## config.mk

```make
export PLATFORM = sky130hd
export DESIGN_NAME = ram_stream_writer
export DESIGN_NICKNAME = d
export VERILOG_FILES = /design/src/rtl/ram_stream_writer.sv
export SDC_FILE = /design/constraint.sdc
export NUM_CORES = 1
export LEC_CHECK = 0
export CAP_MARGIN = 20
export CELL_PAD_IN_SITES_DETAIL_PLACEMENT = 1
export CELL_PAD_IN_SITES_GLOBAL_PLACEMENT = 1
export CORE_AREA = 2 2 146 183
export DETAILED_ROUTE_END_ITERATION = 10
export DIE_AREA = 0 0 148 185
export GPL_TIMING_DRIVEN = 0
export PLACE_DENSITY_LB_ADDON = 0.1
export SLEW_MARGIN = 20
export SYNTH_ARGS = -nofsm -noshare
export SYNTH_HDL_FRONTEND = slang
export SYNTH_SLANG_ARGS = --single-unit
```

## constraint.sdc

```tcl
create_clock -name CLOCK_50 -period 2.8 [get_ports CLOCK_50]
set_input_delay 0.56 -clock CLOCK_50 [delete_from_list [all_inputs] [get_ports CLOCK_50]]
set_output_delay 0.56 -clock CLOCK_50 [all_outputs]
set_load 0.01 [all_outputs]
```

## src/rtl/ram_stream_writer.sv

```systemverilog
// Packs a 16-bit valid/ready stream into 80-bit RAM words, or zero-fills a range,
// driving the RAM write port at consecutive (wrapping) addresses from a base.
module ram_stream_writer #(
  parameter int unsigned DATA_W = 80,
  parameter int unsigned IN_W   = 16,
  parameter int unsigned ADDR_W = 15
) (
  input  logic              CLOCK_50,
  input  logic              reset_n,
  input  logic              start_load,
  input  logic              start_clear,
  input  logic [ADDR_W-1:0] base_addr,
  input  logic [ADDR_W:0]   num_words,
  input  logic              in_valid,
  input  logic [IN_W-1:0]   in_data,
  output logic              in_ready,
  output logic [ADDR_W-1:0] wraddress,
  output logic [DATA_W-1:0] data,
  output logic              wren,
  output logic              busy,
  output logic              done,
  output logic [ADDR_W:0]   words_written
);

  localparam int unsigned BEATS  = DATA_W / IN_W;
  localparam int unsigned BEAT_W = (BEATS > 1) ? $clog2(BEATS) : 1;

  typedef enum logic [2:0] {StIdle, StLoad, StClear, StLast, StDone} state_e;

  state_e              r_state, w_state;
  logic [ADDR_W-1:0]   r_base, w_base;
  logic [ADDR_W:0]     r_num, w_num;
  logic [ADDR_W:0]     r_ww, w_ww;
  logic [BEAT_W-1:0]   r_beat, w_beat;
  logic [DATA_W-1:0]   r_pack, w_pack;
  logic [ADDR_W-1:0]   r_wraddress, w_wraddress;
  logic [DATA_W-1:0]   r_data, w_data;
  logic                r_wren, w_wren;
  logic                r_busy, w_busy;
  logic                r_done, w_done;

  logic [ADDR_W:0]     w_count_inc;
  logic                w_last_word;
  logic [ADDR_W-1:0]   w_addr;
  logic [DATA_W-1:0]   w_word;

  always_comb begin
    w_count_inc = r_ww + {{ADDR_W{1'b0}}, 1'b1};
    w_last_word = (w_count_inc == r_num);
    // Carry out of the address adder is dropped so writes wrap to 0.
    w_addr      = r_base + r_ww[ADDR_W-1:0];
    w_word      = r_pack;
    w_word[r_beat*IN_W +: IN_W] = in_data;

    w_state     = r_state;
    w_base      = r_base;
    w_num       = r_num;
    w_ww        = r_ww;
    w_beat      = r_beat;
    w_pack      = r_pack;
    w_wraddress = r_wraddress;
    w_data      = r_data;
    w_wren      = 1'b0;

    unique case (r_state)
      StIdle: begin
        if (start_clear || start_load) begin
          w_base = base_addr;
          w_num  = num_words;
          w_ww   = '0;
          w_beat = '0;
          w_pack = '0;
          if (num_words == '0) begin
            w_state = StDone;
          end else if (start_clear) begin
            // First clear write is issued on the start edge itself.
            w_wren      = 1'b1;
            w_data      = '0;
            w_wraddress = base_addr;
            w_ww        = {{ADDR_W{1'b0}}, 1'b1};
            w_state     = (num_words == {{ADDR_W{1'b0}}, 1'b1}) ? StLast : StClear;
          end else begin
            w_state = StLoad;
          end
        end
      end
      StLoad: begin
        if (in_valid) begin
          if (r_beat == BEAT_W'(BEATS - 1)) begin
            w_wren      = 1'b1;
            w_data      = w_word;
            w_wraddress = w_addr;
            w_ww        = w_count_inc;
            w_beat      = '0;
            w_pack      = '0;
            if (w_last_word) w_state = StLast;
          end else begin
            w_pack = w_word;
            w_beat = r_beat + BEAT_W'(1);
          end
        end
      end
      StClear: begin
        w_wren      = 1'b1;
        w_data      = '0;
        w_wraddress = w_addr;
        w_ww        = w_count_inc;
        if (w_last_word) w_state = StLast;
      end
      StLast:  w_state = StDone;
      StDone:  w_state = StIdle;
      default: w_state = StIdle;
    endcase

    w_busy = (w_state == StLoad) || (w_state == StClear) || (w_state == StLast);
    w_done = (w_state == StDone);
  end

  always_ff @(posedge CLOCK_50 or negedge reset_n) begin
    if (!reset_n) begin
      r_state     <= StIdle;
      r_base      <= '0;
      r_num       <= '0;
      r_ww        <= '0;
      r_beat      <= '0;
      r_pack      <= '0;
      r_wraddress <= '0;
      r_data      <= '0;
      r_wren      <= 1'b0;
      r_busy      <= 1'b0;
      r_done      <= 1'b0;
    end else begin
      r_state     <= w_state;
      r_base      <= w_base;
      r_num       <= w_num;
      r_ww        <= w_ww;
      r_beat      <= w_beat;
      r_pack      <= w_pack;
      r_wraddress <= w_wraddress;
      r_data      <= w_data;
      r_wren      <= w_wren;
      r_busy      <= w_busy;
      r_done      <= w_done;
    end
  end

  assign in_ready      = (r_state == StLoad);
  assign wraddress     = r_wraddress;
  assign data          = r_data;
  assign wren          = r_wren;
  assign busy          = r_busy;
  assign done          = r_done;
  assign words_written = r_ww;

endmodule

```

Word-level counts from Yosys, hierarchy flattened

Index checks and enable logic that the tools add are counted.

Shift operators: 2
Equality and inequality tests: 15
Add/subtract/negate cells: 4
Reduce and logical (&&, ||, !) cells: 11
Muxes and demuxes: 41

Operator list:

| operator                                                | count |
|---|---|
| two-way mux 80 bit                                      | 8 |
| one-hot mux 80 bit (3 select lines)                     | 1 |
| one-hot mux 80 bit (2 select lines)                     | 1 |
| bitwise mux 80 bit                                      | 1 |
| variable shift 16 x 34 -> 80 bit (first input constant) | 1 |
| variable part select 16 x 34 -> 80 bit                  | 1 |
| two-way mux 15 bit                                      | 5 |
| two-way mux 16 bit                                      | 3 |
| one-hot mux 16 bit (3 select lines)                     | 1 |
| one-hot mux 15 bit (3 select lines)                     | 1 |
| negation 7 -> 34 bit                                    | 1 |
| two-way mux 3 bit                                       | 8 |
| adder 16 x 1 -> 16 bit (second input constant)          | 1 |
| == test 16 x 1 -> 1 bit (second input constant)         | 1 |
| == test 16 bit                                          | 1 |
| zero test 16 bit                                        | 1 |
| adder 15 bit                                            | 1 |
| == test 3 x 2 -> 1 bit (second input constant)          | 4 |
| one-hot mux 3 bit (4 select lines)                      | 1 |
| two-way mux 1 bit                                       | 8 |
| inequality test 2 bit (second input constant)           | 4 |
| == test 3 x 1 -> 1 bit (second input constant)          | 2 |
| == test 3 bit (second input constant)                   | 2 |
| one-hot mux 3 bit (2 select lines)                      | 1 |
| 12 further kinds                                        | 14 |

Bits of input ports: 52
Register bits after elaboration: 231
Output and inout port bits: 115
Word-level logic and storage cells: 84

Longest topological paths before layout

Depth after elaboration: 9
Gate-level depth with buffers: 13
Mapped depth without buffers: 11

Worst setup path before layout

OpenSTA, ideal clock, no wires.

Kind: register -> register
From: register r_beat[0]
To: register r_pack[41]
Setup time: 0.066 ns
Stages on the path, launching flop included: 13
Path buffers: 4
Data required time: 2.734 ns
Arrival time: 2.487 ns
Setup slack: 0.247 ns
Period minus slack after synthesis: 2.553 ns
Path through: dfrtp_1 clkbuf_1 inv_1 ha_1 ha_1 nor2b_1 o21ai_0 nor3b_1 buf_2 and2_1 clkbuf_1 buf_2 a22o_1

Longest elaborated chain between the ends: 6
Elaborated cells between the ends (all ways): 8
Classes of those cells: add/sub (1); eq/ne (1); shift (2); mux (4)

Ends and longest elaborated chain:

| what                                                                                       | line | RTL |
|---|---|---|
| start: declaration                                                                         | 34   | `logic [BEAT_W-1:0] r_beat, w_beat;` |
| start signal: assignment                                                                   | 137  | `r_beat <= w_beat;` |
| negation 7 -> 34 bit                                                                       | 53   | `w_word[r_beat*IN_W +: IN_W] = in_data;` |
| variable part select 16 x 34 -> 80 bit or variable shift 16 x 34 -> 80 bit (tied branches) | 53   |  |
| bitwise mux 80 bit                                                                         | 53   |  |
| two-way mux 80 bit (*)                                                                     | 89   | `if (r_beat == BEAT_W'(BEATS - 1)) begin` |
| two-way mux 80 bit (*)                                                                     | 88   | `if (in_valid) begin` |
| one-hot mux 80 bit (2 select lines) (*)                                                    | 65   | `unique case (r_state)` |
| end signal: assignment                                                                     | 138  | `r_pack <= w_pack;` |
| end: declaration                                                                           | 35   | `logic [DATA_W-1:0] r_pack, w_pack;` |

Mark *: on every way between the ends. The rest lies on a longest branch, timed or not. The select of a mux whose other input is x is not followed.
A chain may end at the register's enable or synchronous reset.

Worst setup path in the final report

From: register r_ww[0], in the netlist words_written[0]
To: register r_wraddress[14], in the netlist wraddress[14]

Longest elaborated chain between the ends: 4

Ends and longest elaborated chain:

| what                                    | line | RTL |
|---|---|---|
| start: declaration                      | 33   | `logic [ADDR_W:0] r_ww, w_ww;` |
| start signal: assignment                | 136  | `r_ww <= w_ww;` |
| adder 15 bit (*)                        | 51   | `w_addr = r_base + r_ww[ADDR_W-1:0];` |
| two-way mux 15 bit                      | 89   |  |
| two-way mux 15 bit                      | 88   |  |
| one-hot mux 15 bit (3 select lines) (*) | 65   |  |
| end signal: assignment                  | 139  | `r_wraddress <= w_wraddress;` |
| end: declaration                        | 36   | `logic [ADDR_W-1:0] r_wraddress, w_wraddress;` |

Marks and branches as above.

==> out/summary.txt <==
Clk sink count: 231
Detail Route Antenna Nets: 0
CTS Buf Count: 25
Status: completed
Clock H-tree levels: 1
Max IR drop VDD: 0.459 mV
Synthesized area: 10900 um2
Slew headroom: 54.8%
Tot Pwr: 12.1 mW
Via density: 5.50
Post-synth EDFFs: 0
Core Region: 25800 um2
Syn. warnings: 0
Sequential share of the synthesized area: 53.0%
Die Y-Extent: 185 um
CP endpoint kind: register
Post-Layout Inst Area: 13800 um2
Synth top area cells: dfrtp_1 (53%), mux2i_1 (7.6%), a22o_1 (6.5%)
Asr flop ratio synth: 100%
PortBufs: 149
Family with the most delay on the worst path: simple AND/OR/NAND/NOR gates
Reg2reg path depth: 10
Detailed Routing Iterations Pass 1: 4
Final setup fails: 0
Ports: 167
Final setup margin: 0.157 ns
WS Path Type: register to register
# fillers: 2835
Top FF cell, synth: dfrtp_1
Actual slew at the worst max-slew pin: 0.677 ns
Global route total overflow: 0
Max cap viols: 0
Count of cell types in the netlist: 62
WP buf/inv: 1
Drt drc: 0
Final worst-path cycle share: 94.4%
Critical-path cell list: ha_1 -> inv_1 -> fa_1 -> nor2b_1 -> o2111ai_1 -> nand4b_1 -> nand4_1 -> and3_1 -> o21ai_0 -> a31oi_1
Drt wl/cell: 20.8 um
Total Wirelength: 32200 um
Clk slew on worst S/H paths: 0.06 ns
Max Root-Sink Buffers: 3
Area Growth Syn to Fin: 26.4%
First-pass GRT wire length: 51800 um
Final core utilization: 53.5%
Die area: 27400 um2
Non-filler instance count after layout: 1545
Clk_lat worst skew: 0.53 ns
Initial antenna violation count: 0
Hold Path Stages: 2
HP Class: register to register
Mean post-synth cell area: 10.8 um2
Hpwl dp: 23400 um
Pwr dens: 878 nW/um2
Share of the synthesized area in the top cell type: 53.0%
Worst r2r src: words_written[0]
Crit path largest cell delay: 0.54 ns
Final setup TNS: 0 ns
Skew final: 0.0155 ns
Worst path arrival time: 3.04 ns
Most common cell in the netlist: dfrtp_1
Setup crit start: words_written[0]
Layout cells sized above 1: 12.0%
Placed insts: 1499
Vias in the first global route: 9281
CTS tree: built
Initial Utilization: 42.3%
Fin Hold WS: 0.473 ns
Synthesis-stage register bit count: 231
Largest net degree at the start of global routing: 95
Fin. Hold Viols: 0
Row cnt: 66
Die Wd: 148 um
GRT Total Usage: 24.0%
Minimum clock period: 2.64 ns
Worst Setup EP: wraddress[14]
WP depth: 10
Flop-to-flop setup slack: 0.16 ns
Place WS: -0.429 ns
RSZ-0062 raised after global routing: no
Cells after Synth: 1008
Leak pwr: 5.99 nW
Nets: 1259
Mapped Nets: 1080
FMAX: 378 MHz
DR iter-0 viols: 230
Placed cell area: 12900 um2
Worst setup SP type: register
Pins Over Slew Limit: 0
Clk root buf: clkbuf_16
Vias: 8492
CP required: 3.20 ns
Slowest cell on crit path: dfrtp_2
Synth cell count leaders: dfrtp_1 (231), nand2_1 (129), o21ai_0 (109)
CP max FO: 8
N_diodes: 0
Placer Congestion: 0.795
R2R Path End: wraddress[14]
Largest area contributor in the netlist: dfrtp_1
## sequential cells by signal (all words and copies together), names as in the netlist
register and count:
done 1, wren 1, r_num 16, r_state 3, r_pack 80, r_beat 3
busy 1, wraddress 15, words_written 16, r_base 15, data 80
## power by group
part	internal (mW)	leakage (nW)	switching [mW]
Sequential	3.84	3.10	0.386
Combinational	1.87	2.48	2.64
Clock	1.98	0.410	1.37
## cell families (layout without fill, tap and decap cells)
kind of cell | Yosys count | count (layout) | share of synthesized area (%)
AOI/OAI and AO/OA | 274 | 274 | 16.6
xor gates and xnor gates | 38 | 38 | 3.05
adders and majority gates | 20 | 20 | 2.37
buffers and inverters | 91 | 288 | 3.85
DFF | 231 | 231 | 53.0
muxes | 113 | 113 | 10.7
and+or+nand+nor | 241 | 241 | 10.3
## layout by cell type (no fill, tap or decap), types with 4 or more instances in the layout
cell and instances:
a21o_1 12, a21oi_1 26, a22o_1 81, a31oi_1 13, and3_1 6, buf_1 6, buf_2 29, buf_4 15
clkbuf_1 34, clkbuf_16 25, clkbuf_8 6, clkdlybuf4s50_1 148, clkinv_2 5, dfrtp_1 228, ha_1 19, inv_1 8
mux2_2 30, mux2i_1 83, nand2_1 128, nand2b_1 7, nand3_1 9, nand4_1 8, nor2_1 38, nor3_1 9
nor4_1 4, o21ai_0 109, o21ai_1 10, o31ai_1 4, xnor2_1 19, xor2_1 19
## per-layer routing
metal	track usage, %	part of all wire [%]	vias up
met5	0	0	-
met4	6.10	2.2	0
met3	3.40	4.3	36
met2	45.4	53	179
met1	28.4	40	4338
li1	-	-	3939
## worst register-to-register path, cell delays in order (launching register included)
cell and delay [ns]:
dfrtp_2 0.54, ha_1 0.25, inv_1 0.06, fa_1 0.38, nor2b_1 0.21, o2111ai_1 0.20
nand4b_1 0.24, nand4_1 0.16, and3_1 0.18, o21ai_0 0.19, a31oi_1 0.11
## worst min path at each step
stage / from / end / slack, ns
after floorplan: reset_n / busy / 0.26
after global placement: data[6] / data[6] / 0.46
after detailed placement: data[27] / data[27] / 0.47
after CTS: data[27] / data[27] / 0.48
after global routing: data[14] / data[14] / 0.51
final: data[6] / data[6] / 0.47
## timing repair
item                                   4_1_cts  5_1_grt
setup endpoints to repair                  139       89
hold buffers                                 1        0
endpoints found under the hold margin       52        0
resized for setup                            9       11
buffers inserted                             1        2
## layout make-up
class                      count  area [um2]  share of cell area [%]
sequential                   231        5780                    42.0
timing repair buffer         155        1580                    11.5
clock buffer                  36         727                    5.28
tap                          340         425                    3.09
inverter                       9        33.8                   0.245
buffer                        79         393                    2.85
clock inverter                 9         101                   0.736
multi-input combinational    686        4720                    34.3
Power figures use the tool's default switching activity.
